==> config.mk <==
export PLATFORM = sky130hd
export DESIGN_NAME = pit_cfg_arbiter_flat
export DESIGN_NICKNAME = d
export VERILOG_FILES = /design/src/rtl/pit_cfg_arbiter_pkg.sv /design/src/rtl/pit_cfg_arbiter_if.sv /design/src/rtl/pit_cfg_arbiter_rr.sv /design/src/rtl/pit_cfg_arbiter.sv /design/src/flat_wrapper.sv
export SDC_FILE = /design/constraint.sdc
export NUM_CORES = 1
export LEC_CHECK = 0
export BUFFER_PORTS_ARGS = -buffer_cell sky130_fd_sc_hd__buf_2
export CORE_UTILIZATION = 50
export CTS_BUF_LIST = sky130_fd_sc_hd__clkbuf_8
export DETAILED_ROUTE_END_ITERATION = 6
export GPL_ROUTABILITY_DRIVEN = 0
export PLACE_DENSITY = 0.91
export SETUP_SLACK_MARGIN = 0.4
export SYNTH_ARGS = -nofsm -noshare
export SYNTH_HDL_FRONTEND = slang
export SYNTH_SLANG_ARGS = --single-unit
==> constraint.sdc <==
create_clock -name clk -period 2.95 [get_ports clk]
set_clock_uncertainty 0.15 [all_clocks]
set_input_delay 0.1475 -clock clk [delete_from_list [all_inputs] [get_ports clk]]
set_output_delay 0.1475 -clock clk [all_outputs]
set_load 0.01 [all_outputs]
==> src/rtl/pit_cfg_arbiter_pkg.sv <==
// Shared types and helpers for the minipit configuration arbiter.
// Holds the FSM encoding and the round-robin pick function.
package pit_pkg;

    localparam int PIT_COUNT_W = 16;
    localparam int MAX_REQ     = 4;

    typedef enum logic {
        ST_IDLE  = 1'b0,
        ST_WRITE = 1'b1
    } pit_state_e;

    // First set bit of valid, starting just above last_grant and wrapping modulo nreq.
    // The scan runs from the farthest offset down to the nearest, so the nearest
    // valid requester is the last one written and therefore wins.
    function automatic int rr_pick(input logic [MAX_REQ-1:0] valid,
                                   input int last_grant,
                                   input int nreq);
        int idx;
        rr_pick = 0;
        for (int k = MAX_REQ; k >= 1; k--) begin
            if (k <= nreq) begin
                idx = (last_grant + k) % nreq;
                if (valid[idx[1:0]]) rr_pick = idx;
            end
        end
    endfunction

endpackage

==> src/rtl/pit_cfg_arbiter_if.sv <==
// Requester-side and timer-side signals of the minipit configuration arbiter.
// The master modport belongs to the requesters and the timer; the slave modport belongs to the arbiter.
interface pit_cfg_arbiter_if #(
    parameter int NREQ = 2
);
    import pit_pkg::*;
    localparam int OWNER_W = $clog2(NREQ);

    logic [NREQ-1:0]                  req_valid;
    logic [NREQ-1:0]                  req_ready;
    logic [NREQ-1:0][PIT_COUNT_W-1:0] req_count;
    logic [NREQ-1:0]                  req_repeating;
    logic [NREQ-1:0]                  req_divider_on;
    logic                             pit_write_enable;
    logic [7:0]                       pit_counter_high;
    logic [7:0]                       pit_counter_low;
    logic                             pit_repeating;
    logic                             pit_divider_on;
    logic                             pit_interrupting;
    logic                             irq_pending;
    logic [OWNER_W-1:0]               irq_owner;
    logic                             irq_clear;
    logic                             busy;

    modport master (
        output req_valid, req_count, req_repeating, req_divider_on,
        output pit_interrupting, irq_clear,
        input  req_ready, pit_write_enable, pit_counter_high, pit_counter_low,
        input  pit_repeating, pit_divider_on, irq_pending, irq_owner, busy
    );

    modport slave (
        input  req_valid, req_count, req_repeating, req_divider_on,
        input  pit_interrupting, irq_clear,
        output req_ready, pit_write_enable, pit_counter_high, pit_counter_low,
        output pit_repeating, pit_divider_on, irq_pending, irq_owner, busy
    );

endinterface

==> src/rtl/pit_cfg_arbiter_rr.sv <==
// Combinational round-robin picker: chooses the next requester after last_i.
module rr_arbiter
    import pit_pkg::*;
#(
    parameter int NREQ    = 2,
    parameter int OWNER_W = $clog2(NREQ)
) (
    input  logic [NREQ-1:0]    valid_i,
    input  logic [OWNER_W-1:0] last_i,
    output logic [OWNER_W-1:0] grant_o,
    output logic               any_o
);

    assign any_o   = |valid_i;
    assign grant_o = OWNER_W'(rr_pick(MAX_REQ'(valid_i), int'(last_i), NREQ));

endmodule

==> src/rtl/pit_cfg_arbiter.sv <==
// Shares one minipit timer between NREQ config requesters: round-robin grant,
// write_enable sequencing, owner tracking and a sticky owner-tagged interrupt flag.
module pit_cfg_arbiter
    import pit_pkg::*;
#(
    parameter  int NREQ         = 2,
    parameter  int WRITE_CYCLES = 1,
    localparam int OWNER_W      = $clog2(NREQ)
) (
    input logic              clk,
    input logic              reset,
    pit_cfg_arbiter_if.slave bus
);

    pit_state_e         state_q, state_d;
    logic [3:0]         wcnt_q, wcnt_d;
    logic [OWNER_W-1:0] last_q, last_d;
    logic [OWNER_W-1:0] owner_q, owner_d;
    logic [15:0]        cnt_q, cnt_d;
    logic               rep_q, rep_d;
    logic               div_q, div_d;
    logic               we_q, we_d;
    logic               irq_prev_q;
    logic               irq_pend_q;
    logic [OWNER_W-1:0] irq_owner_q;
    logic [NREQ-1:0]    ready;
    logic [OWNER_W-1:0] grant;
    logic               any_valid;
    logic               irq_edge;

    rr_arbiter #(.NREQ(NREQ), .OWNER_W(OWNER_W)) u_rr (
        .valid_i (bus.req_valid),
        .last_i  (last_q),
        .grant_o (grant),
        .any_o   (any_valid)
    );

    always_comb begin
        state_d = state_q;
        wcnt_d  = wcnt_q;
        last_d  = last_q;
        owner_d = owner_q;
        cnt_d   = cnt_q;
        rep_d   = rep_q;
        div_d   = div_q;
        we_d    = 1'b0;
        ready   = '0;
        unique case (state_q)
            ST_IDLE: begin
                if (any_valid) begin
                    ready[grant] = !reset;
                    cnt_d   = bus.req_count[grant];
                    rep_d   = bus.req_repeating[grant];
                    div_d   = bus.req_divider_on[grant];
                    last_d  = grant;
                    owner_d = grant;
                    wcnt_d  = 4'(WRITE_CYCLES);
                    we_d    = 1'b1;
                    state_d = ST_WRITE;
                end
            end
            ST_WRITE: begin
                // write_enable is registered, so it stays high while more cycles remain
                if (wcnt_q == 4'd1) begin
                    state_d = ST_IDLE;
                end else begin
                    wcnt_d = wcnt_q - 4'd1;
                    we_d   = 1'b1;
                end
            end
            default: state_d = ST_IDLE;
        endcase
    end

    always_ff @(posedge clk or posedge reset) begin
        if (reset) begin
            state_q <= ST_IDLE;
            wcnt_q  <= '0;
            last_q  <= OWNER_W'(NREQ - 1);
            owner_q <= '0;
            cnt_q   <= '0;
            rep_q   <= 1'b0;
            div_q   <= 1'b0;
            we_q    <= 1'b0;
        end else begin
            state_q <= state_d;
            wcnt_q  <= wcnt_d;
            last_q  <= last_d;
            owner_q <= owner_d;
            cnt_q   <= cnt_d;
            rep_q   <= rep_d;
            div_q   <= div_d;
            we_q    <= we_d;
        end
    end

    assign irq_edge = bus.pit_interrupting && !irq_prev_q;

    // A fresh interrupt edge takes priority over a clear in the same cycle.
    always_ff @(posedge clk or posedge reset) begin
        if (reset) begin
            irq_prev_q  <= 1'b0;
            irq_pend_q  <= 1'b0;
            irq_owner_q <= '0;
        end else begin
            irq_prev_q <= bus.pit_interrupting;
            if (irq_edge) begin
                irq_pend_q  <= 1'b1;
                irq_owner_q <= owner_q;
            end else if (bus.irq_clear) begin
                irq_pend_q <= 1'b0;
            end
        end
    end

    assign bus.req_ready        = ready;
    assign bus.pit_write_enable = we_q;
    assign bus.pit_counter_high = cnt_q[15:8];
    assign bus.pit_counter_low  = cnt_q[7:0];
    assign bus.pit_repeating    = rep_q;
    assign bus.pit_divider_on   = div_q;
    assign bus.irq_pending      = irq_pend_q;
    assign bus.irq_owner        = irq_owner_q;
    assign bus.busy             = (state_q != ST_IDLE);

endmodule

==> src/flat_wrapper.sv <==
// flat-port wrapper written by rule: the top's interface ports become plain ports
module pit_cfg_arbiter_flat import pit_pkg::*;
#(
    parameter  int NREQ         = 2,
    parameter  int WRITE_CYCLES = 1,
    localparam int OWNER_W      = $clog2(NREQ)
)
  (clk, reset, bus_req_valid, bus_req_count, bus_req_repeating, bus_req_divider_on, bus_pit_interrupting, bus_irq_clear, bus_req_ready, bus_pit_write_enable, bus_pit_counter_high, bus_pit_counter_low, bus_pit_repeating, bus_pit_divider_on, bus_irq_pending, bus_irq_owner, bus_busy);
  pit_cfg_arbiter_if #(.NREQ(NREQ)) bus_i ();
  input logic clk;
  input logic reset;
  input wire logic [$bits(bus_i.req_valid)-1:0] bus_req_valid;
  input wire logic [$bits(bus_i.req_count)-1:0] bus_req_count;
  input wire logic [$bits(bus_i.req_repeating)-1:0] bus_req_repeating;
  input wire logic [$bits(bus_i.req_divider_on)-1:0] bus_req_divider_on;
  input wire logic [$bits(bus_i.pit_interrupting)-1:0] bus_pit_interrupting;
  input wire logic [$bits(bus_i.irq_clear)-1:0] bus_irq_clear;
  output wire logic [$bits(bus_i.req_ready)-1:0] bus_req_ready;
  output wire logic [$bits(bus_i.pit_write_enable)-1:0] bus_pit_write_enable;
  output wire logic [$bits(bus_i.pit_counter_high)-1:0] bus_pit_counter_high;
  output wire logic [$bits(bus_i.pit_counter_low)-1:0] bus_pit_counter_low;
  output wire logic [$bits(bus_i.pit_repeating)-1:0] bus_pit_repeating;
  output wire logic [$bits(bus_i.pit_divider_on)-1:0] bus_pit_divider_on;
  output wire logic [$bits(bus_i.irq_pending)-1:0] bus_irq_pending;
  output wire logic [$bits(bus_i.irq_owner)-1:0] bus_irq_owner;
  output wire logic [$bits(bus_i.busy)-1:0] bus_busy;
  assign bus_i.req_valid = bus_req_valid;
  assign bus_i.req_count = bus_req_count;
  assign bus_i.req_repeating = bus_req_repeating;
  assign bus_i.req_divider_on = bus_req_divider_on;
  assign bus_i.pit_interrupting = bus_pit_interrupting;
  assign bus_i.irq_clear = bus_irq_clear;
  assign bus_req_ready = bus_i.req_ready;
  assign bus_pit_write_enable = bus_i.pit_write_enable;
  assign bus_pit_counter_high = bus_i.pit_counter_high;
  assign bus_pit_counter_low = bus_i.pit_counter_low;
  assign bus_pit_repeating = bus_i.pit_repeating;
  assign bus_pit_divider_on = bus_i.pit_divider_on;
  assign bus_irq_pending = bus_i.irq_pending;
  assign bus_irq_owner = bus_i.irq_owner;
  assign bus_busy = bus_i.busy;
  pit_cfg_arbiter #(.NREQ(NREQ), .WRITE_CYCLES(WRITE_CYCLES)) u_core (.clk(clk), .reset(reset), .bus(bus_i));
endmodule
; ---- Word-level counts from Yosys, hierarchy flattened
; Index checks and enable logic that the tools add are counted.
[op_classes]
n_mux = 24
add_sub_neg = 3
n_shift = 0
n_reduce_logical = 8
bitwise_logic = 4
mul = 0
eq_ne = 3
div = 0
order_cmp = 4
[op_table]
columns = cell, n
row1 = $mux 16, 2
row2 = $mux 1, 13
row3 = $mux 4, 2
row4 = $pmux 4 s2, 1
row5 = $lt 2x3->1 const B, 2
row6 = $bmux 1 s2, 2
row7 = $eq 4x1->1 const B, 1
row8 = $mux 2, 2
row9 = $reduce_and 2->1, 2
row10 = $sub 4x1->4 const B, 1
row11 = $add 1x1->1 const B, 2
row12 = $and 1x1->1 const A, 2
row13 = $and 2x2->2, 1
row14 = $logic_and 1x1->1, 2
row15 = $logic_not 1->1, 2
row16 = $lt 1x2->1 const B, 1
row17 = $ne 2x1->1 const B, 1
row18 = $ne 2x2->1 const B, 1
row19 = $pmux 1 s2, 1
row20 = $reduce_bool 2->1, 1
row21 = $reduce_or 2->1, 1
row22 = $demux 1 s1, 1
row23 = $ge 1x1->1 const B, 1
row24 = $not 1->1, 1
[word_totals]
mem_bits_ro = 0
output_inout_bits = 24
reg_bits = 28
word_cells = 56
n_memories = 0
latch_bits = 0
ram_bits = 0

; ---- Longest topological paths before layout
; Gate-level depths: netlist of the first run.
[logic_depth]
depth_word = 13
mapped_depth = 6
mapped_depth_nobuf = 5

; ---- Hierarchy
; A second synthesis of the first run with hierarchy kept.
[unflattened]
cells_unflattened = 129
area_unflattened_um2 = 1315.0
[by_module_without_submodules]
columns = mod, area_per_inst_um2, cells_each, n_inst
row1 = pit_cfg_arbiter, 1301.2, 127, 1
row2 = rr_arbiter, 13.8, 2, 1

; ---- Worst setup path after synthesis of the first run
; No wires, ideal clock.
[synth_path]
path_kind = flip-flop to output port
from = register u_core.state_q, in the netlist u_core.bus.busy
to = output port bus_req_ready[0]
slack_ns = 1.476
t_arrival_ns = 1.176
path_stages_with_launch = 5
path_cell_list = dfrtp_1 -> buf_6 -> o21bai_1 -> buf_2 -> nor3_1
[synth_between]
elab_chain_len = 1
[synth_lines]
columns = element, line_no
row1 = from (decl), pit_cfg_arbiter.sv:15  ; pit_state_e state_q, state_d;
row2 = from (signal assigned), pit_cfg_arbiter.sv:86  ; state_q <= state_d;
row3 = $mux 2, pit_cfg_arbiter.sv:48  ; unique case (state_q)
row4 = to (decl), flat_wrapper.sv:18  ; output wire logic [$bits(bus_i.req_ready)-1:0] bus_req_ready;
; No other way between the ends.

; ---- Worst setup path in the final report of the first run
[layout_path]
from = input port bus_req_valid[0]
to = output port bus_req_ready[0]
[layout_between]
elab_chain_len = 11
word_cells_on_any_way = 15
classes_between = 2 x order compare / 10 x mux / 1 x bitwise / 2 x reduce/logical
[layout_lines]
columns = element, line_no
row1 = from (decl), flat_wrapper.sv:12  ; input wire logic [$bits(bus_i.req_valid)-1:0] bus_req_valid;
row2 = $bmux 1 s2, pit_cfg_arbiter_pkg.sv:24  ; if (valid[idx[1:0]]) rr_pick = idx;
row3 = $mux 1 (implied by the code), pit_cfg_arbiter_pkg.sv:24
row4 = $mux 1 (2 in series), pit_cfg_arbiter_pkg.sv:24
row5 = $lt 1x2->1 (implied by the code) or $ge 1x1->1 (tied branches), pit_cfg_arbiter.sv:51  ; ready[grant] = !reset;
row6 = $logic_and 1x1->1 (implied by the code), pit_cfg_arbiter.sv:51
row7 = $mux 1 (implied by the code), pit_cfg_arbiter.sv:51
row8 = $demux 1 s1, --
row9 = $and 2x2->2 (no line), --
row10 = $mux 2 *, pit_cfg_arbiter.sv:50  ; if (any_valid) begin
row11 = $mux 2 *, pit_cfg_arbiter.sv:48
; Every way passes the cells marked *; elsewhere a longest branch is shown, timed or not. The select of a mux whose other input is x is not followed.

==> results of run 1 <==
## cell families after synthesis
kind of cell    Yosys count  share of synthesized area (%)
mux                       3                           2.36
simple gates             48                           14.8
compound gates           50                           21.4
flops                    28                           52.9
fa+ha+maj                 2                           1.89
buf+inv                  14                           6.60
## registers in the layout, indices dropped and copies added (netlist names)
name and cells:
u_core.bus.busy 1, u_core.bus.irq_owner 1, u_core.bus.irq_pending 1, u_core.bus.pit_divider_on 1
u_core.bus.pit_repeating 1, u_core.cnt_q 16, u_core.irq_prev_q 1, u_core.last_q 1
u_core.owner_q 1, u_core.wcnt_q 4
## cell usage after synthesis, types with 2 or more instances
cell,instances,share of area [%]
sky130_fd_sc_hd__a21oi_1,37,14
sky130_fd_sc_hd__inv_1,5,1.4
sky130_fd_sc_hd__dfrtp_1,27,51
sky130_fd_sc_hd__buf_2,4,1.5
sky130_fd_sc_hd__mux2i_1,2,1.5
sky130_fd_sc_hd__buf_6,3,2.5
sky130_fd_sc_hd__nor2_1,19,5.4
sky130_fd_sc_hd__o21ai_0,5,1.9
sky130_fd_sc_hd__buf_4,2,1.1
sky130_fd_sc_hd__nand2_1,21,5.9
sky130_fd_sc_hd__nor2b_1,2,0.94
sky130_fd_sc_hd__nor3_1,3,1.1
sky130_fd_sc_hd__ha_1,2,1.9
## critical path, cell delays in order
cell and delay, ps:
sky130_fd_sc_hd__dlygate4sd3_1 530, sky130_fd_sc_hd__buf_2 170, sky130_fd_sc_hd__o21bai_1 800, sky130_fd_sc_hd__nor3_1 80, sky130_fd_sc_hd__buf_2 180
## cell type report
cell class | instances | area (um^2) | area share (%)
Clock buffer | 4 | 55.1 | 2.92
Inverter | 5 | 18.8 | 0.997
Multi-Input combinational cell | 103 | 537 | 28.5
Sequential cell | 28 | 702 | 37.3
Tap cell | 30 | 37.5 | 1.99
Timing Repair Buffer | 86 | 533 | 28.3
## metrics by stage
step                      setup slack (ps)  utilization, %  instance area [um^2]  std cells  total power [W]
after floorplan                       1480               -                  1330        145         0.000681
after global placement                1140            65.1                  1630        232         0.000783
after detailed placement              1110            65.1                  1630        232         0.000790
after CTS                              774            75.3                  1880        256          0.00104
after global routing                   622            75.3                  1880        256          0.00110
final                                  760            75.3                  1880        256          0.00104
## timing repair
| action | in CTS | in global routing |
|---|---|---|
| hold buffers | 20 | 0 |
| buffers inserted | 0 | 0 |
| hold endpoints to repair | 20 | 0 |
## metal layers
layer,global-route usage (%),vias up,routed length (um)
met4,7.46,0,31
met3,5.46,4,224
li1,-,648,-
met1,29.7,611,1430
met2,43.5,70,1590
met5,0,-,0
## power groups by stage
| stage | clock network, W | registers [W] | logic [W] |
|---|---|---|---|
| floorplan | 0 | 0.000534 | 0.000147 |
| global placement | 0 | 0.000507 | 0.000276 |
| detailed placement | 0 | 0.000507 | 0.000284 |
| CTS | 0.000236 | 0.000501 | 0.000303 |
| global route | 0.000251 | 0.000511 | 0.000342 |
| finish | 0.000232 | 0.000503 | 0.000303 |
## worst paths after layout
path,from,to,cells after the start
hold / removal,reset,u_core.bus.busy,2
setup reg to reg,u_core.bus.busy,u_core.cnt_q[2],4
min in group clk,bus_irq_clear,u_core.bus.irq_pending,3
setup / recovery,bus_req_valid[0],bus_req_ready[0],5
hold reg to reg,u_core.owner_q,u_core.owner_q,2
max in group asynchronous,reset,u_core.cnt_q[6],2
==> key figures, run 1 <==
Drt
  – Per-cell routed wire length: 12.8 um
  – Detailed-route vias per instance: 5.21
  – Post-detailed-routing wire length: between 3000 and 4000 um
  – # DRC: 0
  – Routed vias: roughly 1,300
  – Iteration-0 DRC Markers: 28
  – Number of detailed-route iterations in the first pass: 4
  – Post-route ant nets: 0

Floorplanning
  – DIE AREA: 2860 um^2
  – Y dimension of the die: approximately 54 um
  – Die width: between 50 and 60 um
  – Starting utilization of the core area: a little over half
  – Core Area: 2500 um^2
  – I/O Pins: 66
  – Number of standard-cell rows in the floorplan: 18

Job
  – Max Cap Viol: 0

Layout
  – Antenna diode count: 0
  – Fill cell count: 175
  – Commonest cells after routing, fill and taps aside: sky130_fd_sc_hd__buf_2, sky130_fd_sc_hd__a21oi_1, sky130_fd_sc_hd__dfrtp_1
  – Number of nets in the finished design: around 270
  – Most common cell after layout, fill and taps aside: sky130_fd_sc_hd__buf_2
  – Proportion of layout cells with a drive suffix above 1: 33.2%
  – Post-synthesis to final-layout area growth: 42.0%

Global routing
  – Number of global-route vias before repair: ~1,200
  – Remaining Overflow, GRT: 0
  – Antenna violations before repair: 0
  – Wire length of the first global-routing pass: around 5000 um
  – Combined global-route utilization of all metal layers: 24.7%
  – Largest net degree at the start of global routing: 29

Synthesis
  – Total nets after synthesis: about 190
  – Warning count from the yosys run: 0
  – Post-synthesis instance area: 1330 um^2
  – Synthesized netlist cell count: between 100 and 150
  – EDFF count, synth: 0
  – Number of unique standard cell types used by synthesis: 26
  – Register bit count reported by yosys: 28
  – Mean cell area of the mapped netlist: 9.15 um^2
  – Async SR Flop Fraction: 100%
  – Leading register cell type out of synthesis: sky130_fd_sc_hd__dfrtp_1
  – Fraction of the yosys area taken by sequential cells: 52.9%

Power and ir drop
  – Total internal power: roughly 0.00072 W
  – Power per cell area: roughly 550 nW/um^2
  – Sequential group share of total power: slightly below 50%
  – Switching power: 0.000323 W
  – Power share of the combinational group: between 20% and 30%
  – Leakage: between 0.9 and 1 nW
  – Fraction of power spent switching nets: 31.1%
  – Maximum ir drop on the vdd rail: 0.000421 V
  – Clk pwr share: 22.4%

Worst setup path
  – Critical-path maximum fanout: 14
  – Startpoint kind of the worst setup timing path: input port
  – Minimum setup slack among reg-to-reg paths: around 1200 ps
  – Critical Path End Type: primary output
  – Setup CP Type: input port to primary output
  – Data required time at the worst endpoint: 2650 ps
  – Critical path arrival: 1890 ps

CTS
  – Clock tree from TritonCTS: built
  – Resized Gates After CTS: 0
  – Clock buffers created by TritonCTS: 3
  – Clock tree root driver cell: sky130_fd_sc_hd__clkbuf_8
  – Clock insertion delay at the later pin of the skew report: between 200 and 300 ps
  – Number of clock sinks: 28
  – Maximum clock insertion buffer count: 2
  – Clk pin slew, worst setup/hold paths: 90 ps
  – Depth of the CTS H-tree: 1

Run status
  – Result of the run: finished with violations
  – Violated checks: negative hold slack

Timing
  – Post-route fraction of the period consumed by the critical path: 74.2%
  – Final count of hold timing violations: 27
  – Worst hold slack across all endpoints: -20.3 ps
  – Worst slew slack as a fraction of its limit: 32.4%
  – Fin. max-slew vios: 0
  – Finish-stage setup viols: 0
  – Setup repair after global routing missed its margin: no
  – Min cycle time layout: 2190 ps
  – Measured slew at the worst slew-check pin: between 1000 and 1500 ps
  – Total negative setup slack: 0 ps
  – Achievable frequency: 457 MHz

Hold path
  – Hold Crit Class: input port to asynchronous set/reset pin

Placed design
  – HPWL after detailed placement: 2120 um
  – Quantity of I/O buffers inserted on ports: 65
Note: power is estimated with default switching activity, not from simulation.
==> run 2, diff against run 1 <==
--- a/config.mk
+++ b/config.mk
@@ -5,12 +5,13 @@
 export SDC_FILE = /design/constraint.sdc
 export NUM_CORES = 1
 export LEC_CHECK = 0
+export ABC_AREA = 1
 export BUFFER_PORTS_ARGS = -buffer_cell sky130_fd_sc_hd__buf_2
-export CORE_UTILIZATION = 50
+export CORE_UTILIZATION = 44
 export CTS_BUF_LIST = sky130_fd_sc_hd__clkbuf_8
 export DETAILED_ROUTE_END_ITERATION = 6
 export GPL_ROUTABILITY_DRIVEN = 0
-export PLACE_DENSITY = 0.91
+export PLACE_DENSITY = 0.83
 export SETUP_SLACK_MARGIN = 0.4
 export SYNTH_ARGS = -nofsm -noshare
 export SYNTH_HDL_FRONTEND = slang
==> constraint.sdc (replaced) <==
create_clock -name clk -period 2 [get_ports clk]
set_clock_uncertainty 0.15 [all_clocks]
set_input_delay 0.1 -clock clk [delete_from_list [all_inputs] [get_ports clk]]
set_output_delay 0.1 -clock clk [all_outputs]
set_load 0.01 [all_outputs]
==> run 2 against run 1 <==
  * Utilization fell by 8.3 points
  * Worst hold slack improved by 17 ps
  * Count of clock-buffer cells in the layout fell by 1
  * Critical path type is now flop to primary output
  * Clock power rose by 90%
  * The run still ends with negative hold slack left
  * Non-clock buffer count rose by 11
  * Combinational power rose to 4.2 times the previous value
==> key figures, run 2 <==
Power and ir drop
  – Total power consumption of the routed design: about 0.0027 W
  – Total internal power: ~0.0016 W
  – Switching power: 0.00110 W
  – Maximum ir drop on the vdd rail: between 0.0005 and 0.0006 V
  – Power per cell area: about 1200 nW/um^2
  – Clk pwr share: ~16%
  – Leakage: approximately 1.3 nW
  – Sequential group share of total power: 37.5%
  – Fraction of power spent switching nets: 40.2%
  – Power share of the combinational group: a little under half

Placed design
  – HPWL after detailed placement: 2500 um
  – Quantity of I/O buffers inserted on ports: 65
  – Total cell area at the placement stage: about 1900 um^2
  – Setup Slack @ Placement: 431 ps

Worst setup path
  – Critical-path maximum fanout: 2
  – Setup CP Type: flop to primary output
  – Critical Path End Type: primary output
  – Startpoint kind of the worst setup timing path: flop
  – CP dominant cell by count: sky130_fd_sc_hd__nand2_8
  – Largest stage delay on the critical path: 590 ps
  – Data required time at the worst endpoint: 1750 ps
  – Crit path from: u_core.last_q
  – Reg-to-Reg Start: u_core.bus.busy
  – Critical path arrival: 1300 ps
  – Cell breakdown of the critical path: nand2_8 > nand2_8 > inv_1 > nand2_2 > nor2_1 > buf_2
  – Critical-path cell with the highest stage delay: sky130_fd_sc_hd__dfstp_2

Layout
  – Commonest cells after routing, fill and taps aside: sky130_fd_sc_hd__buf_2, sky130_fd_sc_hd__nand2_1, sky130_fd_sc_hd__inv_1
  – Fill cell count: 291
  – Biggest regs: u_core.cnt_q (16), u_core.wcnt_q (4)
  – Cell area after layout: 2250 um^2
  – Number of nets in the finished design: around 330
  – Post-synthesis to final-layout area growth: 45.0%
  – Most common cell after layout, fill and taps aside: sky130_fd_sc_hd__buf_2
  – Register with the most flip-flops: u_core.cnt_q
  – Area taken by multi-input logic gates: 691 um^2
  – Proportion of layout cells with a drive suffix above 1: 34.0%
  – Largest register FFs: 16
  – Antenna diode count: 0
  – Register area: 702 um^2

Hold path
  – Hold Crit Class: input port to flop
  – Hold path start: bus_req_count[14]

Floorplanning
  – Number of standard-cell rows in the floorplan: 21
  – Die width: between 60 and 70 um
  – I/O Pins: 66
  – Core Area: 3360 um^2
  – DIE AREA: about 3800 um^2
  – Starting utilization of the core area: between 40% and 50%
  – Y dimension of the die: roughly 61 um

Synthesis
  – Number of unique standard cell types used by synthesis: 20
  – Async SR Flop Fraction: 100%
  – Top cells by area, synth: sky130_fd_sc_hd__dfrtp_1, sky130_fd_sc_hd__nand2_1, sky130_fd_sc_hd__nand3b_1
  – Register bit count reported by yosys: 28
  – Warning count from the yosys run: 0
  – Synth top cells by count: sky130_fd_sc_hd__nand2_1, sky130_fd_sc_hd__inv_1, sky130_fd_sc_hd__dfrtp_1, sky130_fd_sc_hd__nand3_1, sky130_fd_sc_hd__nand3b_1
  – Post-synthesis cell type with the largest combined area: sky130_fd_sc_hd__dfrtp_1
  – EDFF count, synth: 0
  – Mean cell area of the mapped netlist: 8.02 um^2
  – Top cell type's share of synthesized area: 43.4%
  – Fraction of the yosys area taken by sequential cells: 45.1%
  – Post-synthesis instance area: 1560 um^2
  – Total nets after synthesis: 238
  – Leading register cell type out of synthesis: sky130_fd_sc_hd__dfrtp_1
  – Dominant cell by count in the synthesized netlist: sky130_fd_sc_hd__nand2_1
  – Synthesized netlist cell count: 194

CTS
  – Clock insertion delay at the later pin of the skew report: 270 ps
  – Clk pin slew, worst setup/hold paths: 100 ps
  – Depth of the CTS H-tree: 1
  – Clock tree from TritonCTS: built
  – Clock buffers created by TritonCTS: 3
  – Maximum clock insertion buffer count: 2
  – Number of clock sinks: 28
  – Clock tree root driver cell: sky130_fd_sc_hd__clkbuf_8

Global routing
  – Largest net degree at the start of global routing: 21
  – Wire length of the first global-routing pass: between 6000 and 7000 um
  – Remaining Overflow, GRT: 0
  – Number of global-route vias before repair: 1,553
  – Combined global-route utilization of all metal layers: a little under a quarter
  – Antenna violations before repair: 0

Drt
  – Iteration-0 DRC Markers: 37
  – Detailed-route vias per instance: between 4 and 5
  – # DRC: 0
  – Per-cell routed wire length: about 12 um
  – Post-route ant nets: 0
  – Routed vias: 1,589
  – Post-detailed-routing wire length: ~4100 um
  – Number of detailed-route iterations in the first pass: 4

Timing
  – Setup ws final: ~450 ps
  – Total negative setup slack: 0 ps
  – Worst slew slack as a fraction of its limit: around half
  – Post-route fraction of the period consumed by the critical path: 77.6%
  – Worst hold slack across all endpoints: -3.75 ps
  – Min cycle time layout: 1550 ps
  – Fin. max-slew vios: 0
  – Achievable frequency: 645 MHz
  – Finish-stage setup viols: 0
  – Final count of hold timing violations: 4
  – Measured slew at the worst slew-check pin: just over 700 ps
  – Setup repair after global routing missed its margin: yes

Run status
  – Result of the run: finished with violations
  – Violated checks: negative hold slack

Job
  – Max Cap Viol: 0
run 2: layout make-up:
| type | instances | area share, % |
|---|---|---|
| clock buffer | 3 | 1.83 |
| clock inverter | 1 | 1.33 |
| inverter | 30 | 4.99 |
| multi-input combinational | 129 | 30.6 |
| sequential | 28 | 31.1 |
| tap | 46 | 2.55 |
| timing repair buffer | 97 | 27.5 |
run 2: worst max-delay path: cells and delay by family (launching register included):
| kind | cells | cell delay (ps) |
|---|---|---|
| buf+inv | 2 | 190 |
| flops | 1 | 590 |
| simple gates | 4 | 250 |
run 2: power by group through the flow:
stage	Clock (W)	Combinational (W)	Sequential, W
after floorplan	0	0.000700	0.00109
after global placement	0	0.00109	0.00102
after detailed placement	0	0.00114	0.00101
after CTS	0.000444	0.00121	0.00102
after global routing	0.000475	0.00143	0.00105
final	0.000441	0.00126	0.00102
run 2: routing by layer:
layer | global-route usage (%) | share of wire, % | wire length (um)
met1 | 26.7 | 42 | 1730
met2 | 47.0 | 51 | 2130
met3 | 3.57 | 5.6 | 230
met4 | 6.35 | 1.4 | 57
met5 | 0 | 0 | 0
run 2: worst paths after layout:
path	to	slack (ps)	cells past startpoint
max in group asynchronous	u_core.cnt_q[10]	750	4
max	bus_req_ready[1]	450	6
min	u_core.cnt_q[14]	-4	5
min in group asynchronous	u_core.bus.busy	360	3
max reg2reg	u_core.cnt_q[1]	490	6
min reg2reg	u_core.bus.pit_repeating	340	2
run 2: repair_timing:
item,CTS,global route
gates resized for setup,3,1
hold endpoints to repair,32,0
pin swaps,1,0
endpoints found under the setup margin,2,2
hold buffers,22,0
gates cloned,1,0
setup buffers,2,5
run 2: per-stage QoR:
| stage | util (%) | instances | hold slack (ps) |
|---|---|---|---|
| 3_3_place_gp | 56.1 | 300 | 77.1 |
| 4_1_cts | 65.8 | 329 | 1.20 |
| 6_report | 67.0 | 334 | -3.75 |
| 2_1_floorplan | - | 194 | -18.6 |
| 3_5_place_dp | 56.1 | 300 | 81.9 |
| 5_1_grt | 67.0 | 334 | 2.43 |
run 2: kinds of logic (layout without fill, tap and decap cells):
| family | Yosys count | count (layout) | synth area share, % |
|---|---|---|---|
| AOI/OAI and AO/OA | 4 | 5 | 2.01 |
| xor gates and xnor gates | 1 | 1 | 0.563 |
| adders and majority gates | 2 | 2 | 1.61 |
| buffers and inverters | 38 | 131 | 12.1 |
| DFF | 28 | 28 | 45.1 |
| and+or+nand+nor | 121 | 121 | 38.6 |
==> run 3, diff against run 2 <==
--- a/config.mk
+++ b/config.mk
@@ -5,13 +5,13 @@
 export SDC_FILE = /design/constraint.sdc
 export NUM_CORES = 1
 export LEC_CHECK = 0
-export ABC_AREA = 1
+export ABC_AREA = 0
 export BUFFER_PORTS_ARGS = -buffer_cell sky130_fd_sc_hd__buf_2
-export CORE_UTILIZATION = 44
+export CORE_UTILIZATION = 47
 export CTS_BUF_LIST = sky130_fd_sc_hd__clkbuf_8
 export DETAILED_ROUTE_END_ITERATION = 6
 export GPL_ROUTABILITY_DRIVEN = 0
-export PLACE_DENSITY = 0.83
+export PLACE_DENSITY = 0.87
 export SETUP_SLACK_MARGIN = 0.4
 export SYNTH_ARGS = -nofsm -noshare
 export SYNTH_HDL_FRONTEND = slang
==> constraint.sdc (replaced) <==
create_clock -name clk -period 1.47 [get_ports clk]
set_clock_uncertainty 0.15 [all_clocks]
set_input_delay 0.0735 -clock clk [delete_from_list [all_inputs] [get_ports clk]]
set_output_delay 0.0735 -clock clk [all_outputs]
set_load 0.01 [all_outputs]
==> run 3 against run 2 <==
  * The run now fails in global routing (5_1_grt)
  * Area after synthesis fell by 15%
  * Synthesized cell count fell by 25%
==> key figures, run 3 <==
Run status
  – Stop stage: global routing (5_1_grt)
  – First error message: [ERROR DPL-0038] Utilization greater than 100%, impossible to legalize
  – Result of the run: did not finish

Synthesis
  – Top cell type's share of synthesized area: 50.9%
  – Number of unique standard cell types used by synthesis: 26
  – Leading register cell type out of synthesis: sky130_fd_sc_hd__dfrtp_1
  – Total nets after synthesis: 189
  – Register bit count reported by yosys: 28
  – Async SR Flop Fraction: between 90% and 100%
  – Synth top cells by count: sky130_fd_sc_hd__a21oi_1, sky130_fd_sc_hd__dfrtp_1, sky130_fd_sc_hd__nand2_1, sky130_fd_sc_hd__nor2_1
  – Dominant cell by count in the synthesized netlist: sky130_fd_sc_hd__a21oi_1
  – EDFF count, synth: 0
  – Post-synthesis cell type with the largest combined area: sky130_fd_sc_hd__dfrtp_1
  – Top cells by area, synth: sky130_fd_sc_hd__dfrtp_1, sky130_fd_sc_hd__a21oi_1, sky130_fd_sc_hd__nand2_1
  – Mean cell area of the mapped netlist: 9.15 um^2
  – Fraction of the yosys area taken by sequential cells: approximately 53%
  – Post-synthesis instance area: 1330 um^2
  – Warning count from the yosys run: 0
  – Synthesized netlist cell count: 145

Global routing
  – Largest net degree at the start of global routing: 25

Placed design
  – HPWL after detailed placement: 2090 um
  – Total cell area at the placement stage: about 1700 um^2
  – Quantity of I/O buffers inserted on ports: 65

CTS
  – Clock tree root driver cell: sky130_fd_sc_hd__clkbuf_8
  – Depth of the CTS H-tree: 1
  – Number of clock sinks: 28
  – Clock buffers created by TritonCTS: 3
  – Maximum clock insertion buffer count: 2

Timing
  – Last worst endpoint in the global-route repair_timing: bus_req_ready[1]
  – Kind of endpoint with the least setup slack: top-level output

Floorplanning
  – Starting utilization of the core area: about half
  – Number of standard-cell rows in the floorplan: 18
  – I/O Pins: 66
  – Y dimension of the die: 55.1 um
  – Die width: 55.1 um
-- run 3: timing repair --
item	CTS
pin swaps	15
hold buffers	39
resized for setup	33
hold endpoints to repair	47
buffers inserted	16
cloned	3
setup endpoints to repair	29
-- run 3: kinds of logic after synthesis --
| logic type | Yosys count | synth area share, % |
|---|---|---|
| buffers and inverters | 14 | 6.60 |
| AND/OR/NAND/NOR | 48 | 14.8 |
| adder cells (fa/ha/maj) | 2 | 1.89 |
| AO/OA/AOI/OAI | 50 | 21.4 |
| multiplexers | 3 | 2.36 |
| flip-flops | 28 | 52.9 |
-- run 3: through the flow --
| step | setup WS (ps) | std cells |
|---|---|---|
| after CTS | 5.48 | 297 |
| after floorplan | 115 | 145 |
| after global placement | 35.9 | 235 |
| after detailed placement | 12.6 | 235 |
==> run 4, diff against run 3 <==
--- a/config.mk
+++ b/config.mk
@@ -7,12 +7,10 @@
 export LEC_CHECK = 0
 export ABC_AREA = 0
 export BUFFER_PORTS_ARGS = -buffer_cell sky130_fd_sc_hd__buf_2
-export CORE_UTILIZATION = 47
-export CTS_BUF_LIST = sky130_fd_sc_hd__clkbuf_8
+export CORE_UTILIZATION = 35
 export DETAILED_ROUTE_END_ITERATION = 6
 export GPL_ROUTABILITY_DRIVEN = 0
-export PLACE_DENSITY = 0.87
-export SETUP_SLACK_MARGIN = 0.4
+export PLACE_DENSITY_LB_ADDON = 0.15
 export SYNTH_ARGS = -nofsm -noshare
 export SYNTH_HDL_FRONTEND = slang
 export SYNTH_SLANG_ARGS = --single-unit
==> run 4 against run 3 <==
  * The run now ends clean
==> key figures, run 4 (synthesis results as in run 1) <==
Layout
  – Non-Filler Instances: 303
  – Antenna diode count: 0
  – Post-synthesis to final-layout area growth: 67.9%
  – Largest register FFs: 16
  – Core occupancy in the finished layout: between 60% and 70%
  – Number of nets in the finished design: 302
  – Register area: 702 um^2
  – Biggest regs: u_core.cnt_q (16), u_core.wcnt_q (4)
  – Commonest cells after routing, fill and taps aside: sky130_fd_sc_hd__buf_2, sky130_fd_sc_hd__dlygate4sd3_1, sky130_fd_sc_hd__a21oi_1
  – Proportion of layout cells with a drive suffix above 1: 34.2%
  – Register with the most flip-flops: u_core.cnt_q
  – Most common cell after layout, fill and taps aside: sky130_fd_sc_hd__buf_2
  – Area taken by multi-input logic gates: approximately 560 um^2
  – Fill cell count: 294

Global routing
  – Combined global-route utilization of all metal layers: 22.6%
  – Met2 track demand over resource: 41.5%
  – Antenna violations before repair: 0
  – Largest net degree at the start of global routing: 19
  – Busiest grt layer: met2
  – Number of global-route vias before repair: between 1,500 and 2,000
  – Remaining Overflow, GRT: 0
  – Wire length of the first global-routing pass: 6910 um
  – Met3 Usage GRT: 3.26%
  – Met1 routing resource usage after global routing: between 20% and 30%

Worst setup path
  – Minimum setup slack among reg-to-reg paths: 70 ps
  – Setup CP Type: flop to primary output
  – Data required time at the worst endpoint: 1250 ps
  – Reg-to-Reg Start: u_core.bus.busy
  – R2r endpoint: u_core.cnt_q[11]
  – Worst Reg-to-Reg Cells: 5
  – Critical Path End Type: primary output
  – Critical-path maximum fanout: 5
  – Crit path from: u_core.last_q
  – Startpoint kind of the worst setup timing path: flop
  – Critical path arrival: around 1200 ps

Drt
  – Iteration-0 DRC Markers: 43
  – Number of detailed-route iterations in the first pass: 4
  – Post-detailed-routing wire length: 4170 um
  – Per-cell routed wire length: 13.8 um
  – # DRC: 0
  – Routed vias: 1,476
  – Detailed-route vias per instance: 4.87
  – Post-route ant nets: 0

Floorplanning
  – Number of standard-cell rows in the floorplan: 21
  – Starting utilization of the core area: 38.2%
  – DIE AREA: 4040 um^2
  – Y dimension of the die: between 60 and 70 um
  – Die width: 63.6 um
  – Core Area: about 3500 um^2
  – I/O Pins: 66

Hold path
  – Number of cells traversed by the worst hold path: 4
  – Hold Crit Class: input port to flop
  – Endpoint, Worst Hold: u_core.wcnt_q[2]
  – Hold path start: bus_req_valid[1]

Timing
  – Measured slew at the worst slew-check pin: between 200 and 250 ps
  – Setup repair after global routing missed its margin: yes
  – Final count of hold timing violations: 0
  – Finish-stage setup viols: 0
  – Worst slew slack as a fraction of its limit: a little over four fifths
  – Post-route fraction of the period consumed by the critical path: 98.5%
  – Achievable frequency: 690 MHz
  – Min cycle time layout: 1450 ps
  – Fin. max-slew vios: 0

CTS
  – Clock insertion delay at the later pin of the skew report: 270 ps
  – Clk pin slew, worst setup/hold paths: about 90 ps
  – Number of clock sinks: 28
  – Depth of the CTS H-tree: 1
  – Clock tree root driver cell: sky130_fd_sc_hd__clkbuf_8
  – Clock tree from TritonCTS: built
  – Clock buffers created by TritonCTS: 3
  – Maximum clock insertion buffer count: 2

Run status
  – Result of the run: finished, final reports clean

Placed design
  – Quantity of I/O buffers inserted on ports: 65
  – Placed cells: about 260
  – HPWL after detailed placement: 2540 um

Job
  – Max Cap Viol: 0

Power and ir drop
  – Maximum ir drop on the vdd rail: 0.000406 V
  – Power per cell area: 994 nW/um^2
  – Leakage: 1.11 nW
## run 4: routing by layer
| metal | vias to the layer above | wire, um |
|---|---|---|
| met5 | - | 0 |
| met3 | 8 | 220 |
| met1 | 694 | 1660 |
| met2 | 63 | 2220 |
| met4 | 0 | 78 |
| li1 | 711 | - |
## run 4: critical path, stage by stage, from the launching register on
cell	delay [ps]
sky130_fd_sc_hd__dfstp_2	590
sky130_fd_sc_hd__a21bo_4	180
sky130_fd_sc_hd__nor3_1	50
sky130_fd_sc_hd__buf_2	130
## run 4: layout make-up
cell class,count,area share [%]
Tap cell,46,2.58
Timing Repair Buffer,117,37.3
Sequential cell,28,31.5
Inverter,5,0.843
Multi-Input combinational cell,103,25.3
Clock buffer,4,2.47
## run 4: per-stage QoR
stage | setup TNS (ps) | worst slack, ps | hold WS (ps) | total power (W) | area [um^2]
after floorplan | 0 | 70.5 | -45.1 | 0.00137 | 1330
after global placement | 0 | 101 | -41.9 | 0.00161 | 1710
after detailed placement | 0 | 14.2 | -37.0 | 0.00164 | 1710
after CTS | -21.9 | -21.9 | 110 | 0.00223 | 2220
after global routing | -75.9 | -24.7 | 164 | 0.00236 | 2230
final | 0 | 21.6 | 154 | 0.00221 | 2230
## run 4: repair_timing
action / CTS / global route
buffers inserted: 5 / 0
gates cloned: 0 / 0
endpoints found under the hold margin: 49 / 0
endpoints found under the setup margin: 3 / 6
pin swaps: 1 / 2
gates resized for setup: 2 / 3
hold buffers: 41 / 0
## run 4: worst max path at each step
stage	slack (ps)	endpoint	cells after the start
after floorplan	70	bus_req_ready[0]	4
after global placement	100	u_core.wcnt_q[0]	5
after detailed placement	10	u_core.wcnt_q[0]	5
after CTS	-20	bus_req_ready[0]	3
after global routing	-20	bus_req_ready[1]	3
final	20	bus_req_ready[1]	3
## run 4: report_power, final
| part | switching [W] | internal [W] |
|---|---|---|
| sequential | 0.0000863 | 0.000917 |
| clock | 0.000226 | 0.000240 |
| combinational | 0.000375 | 0.000370 |
| total | 0.000687 | 0.00153 |
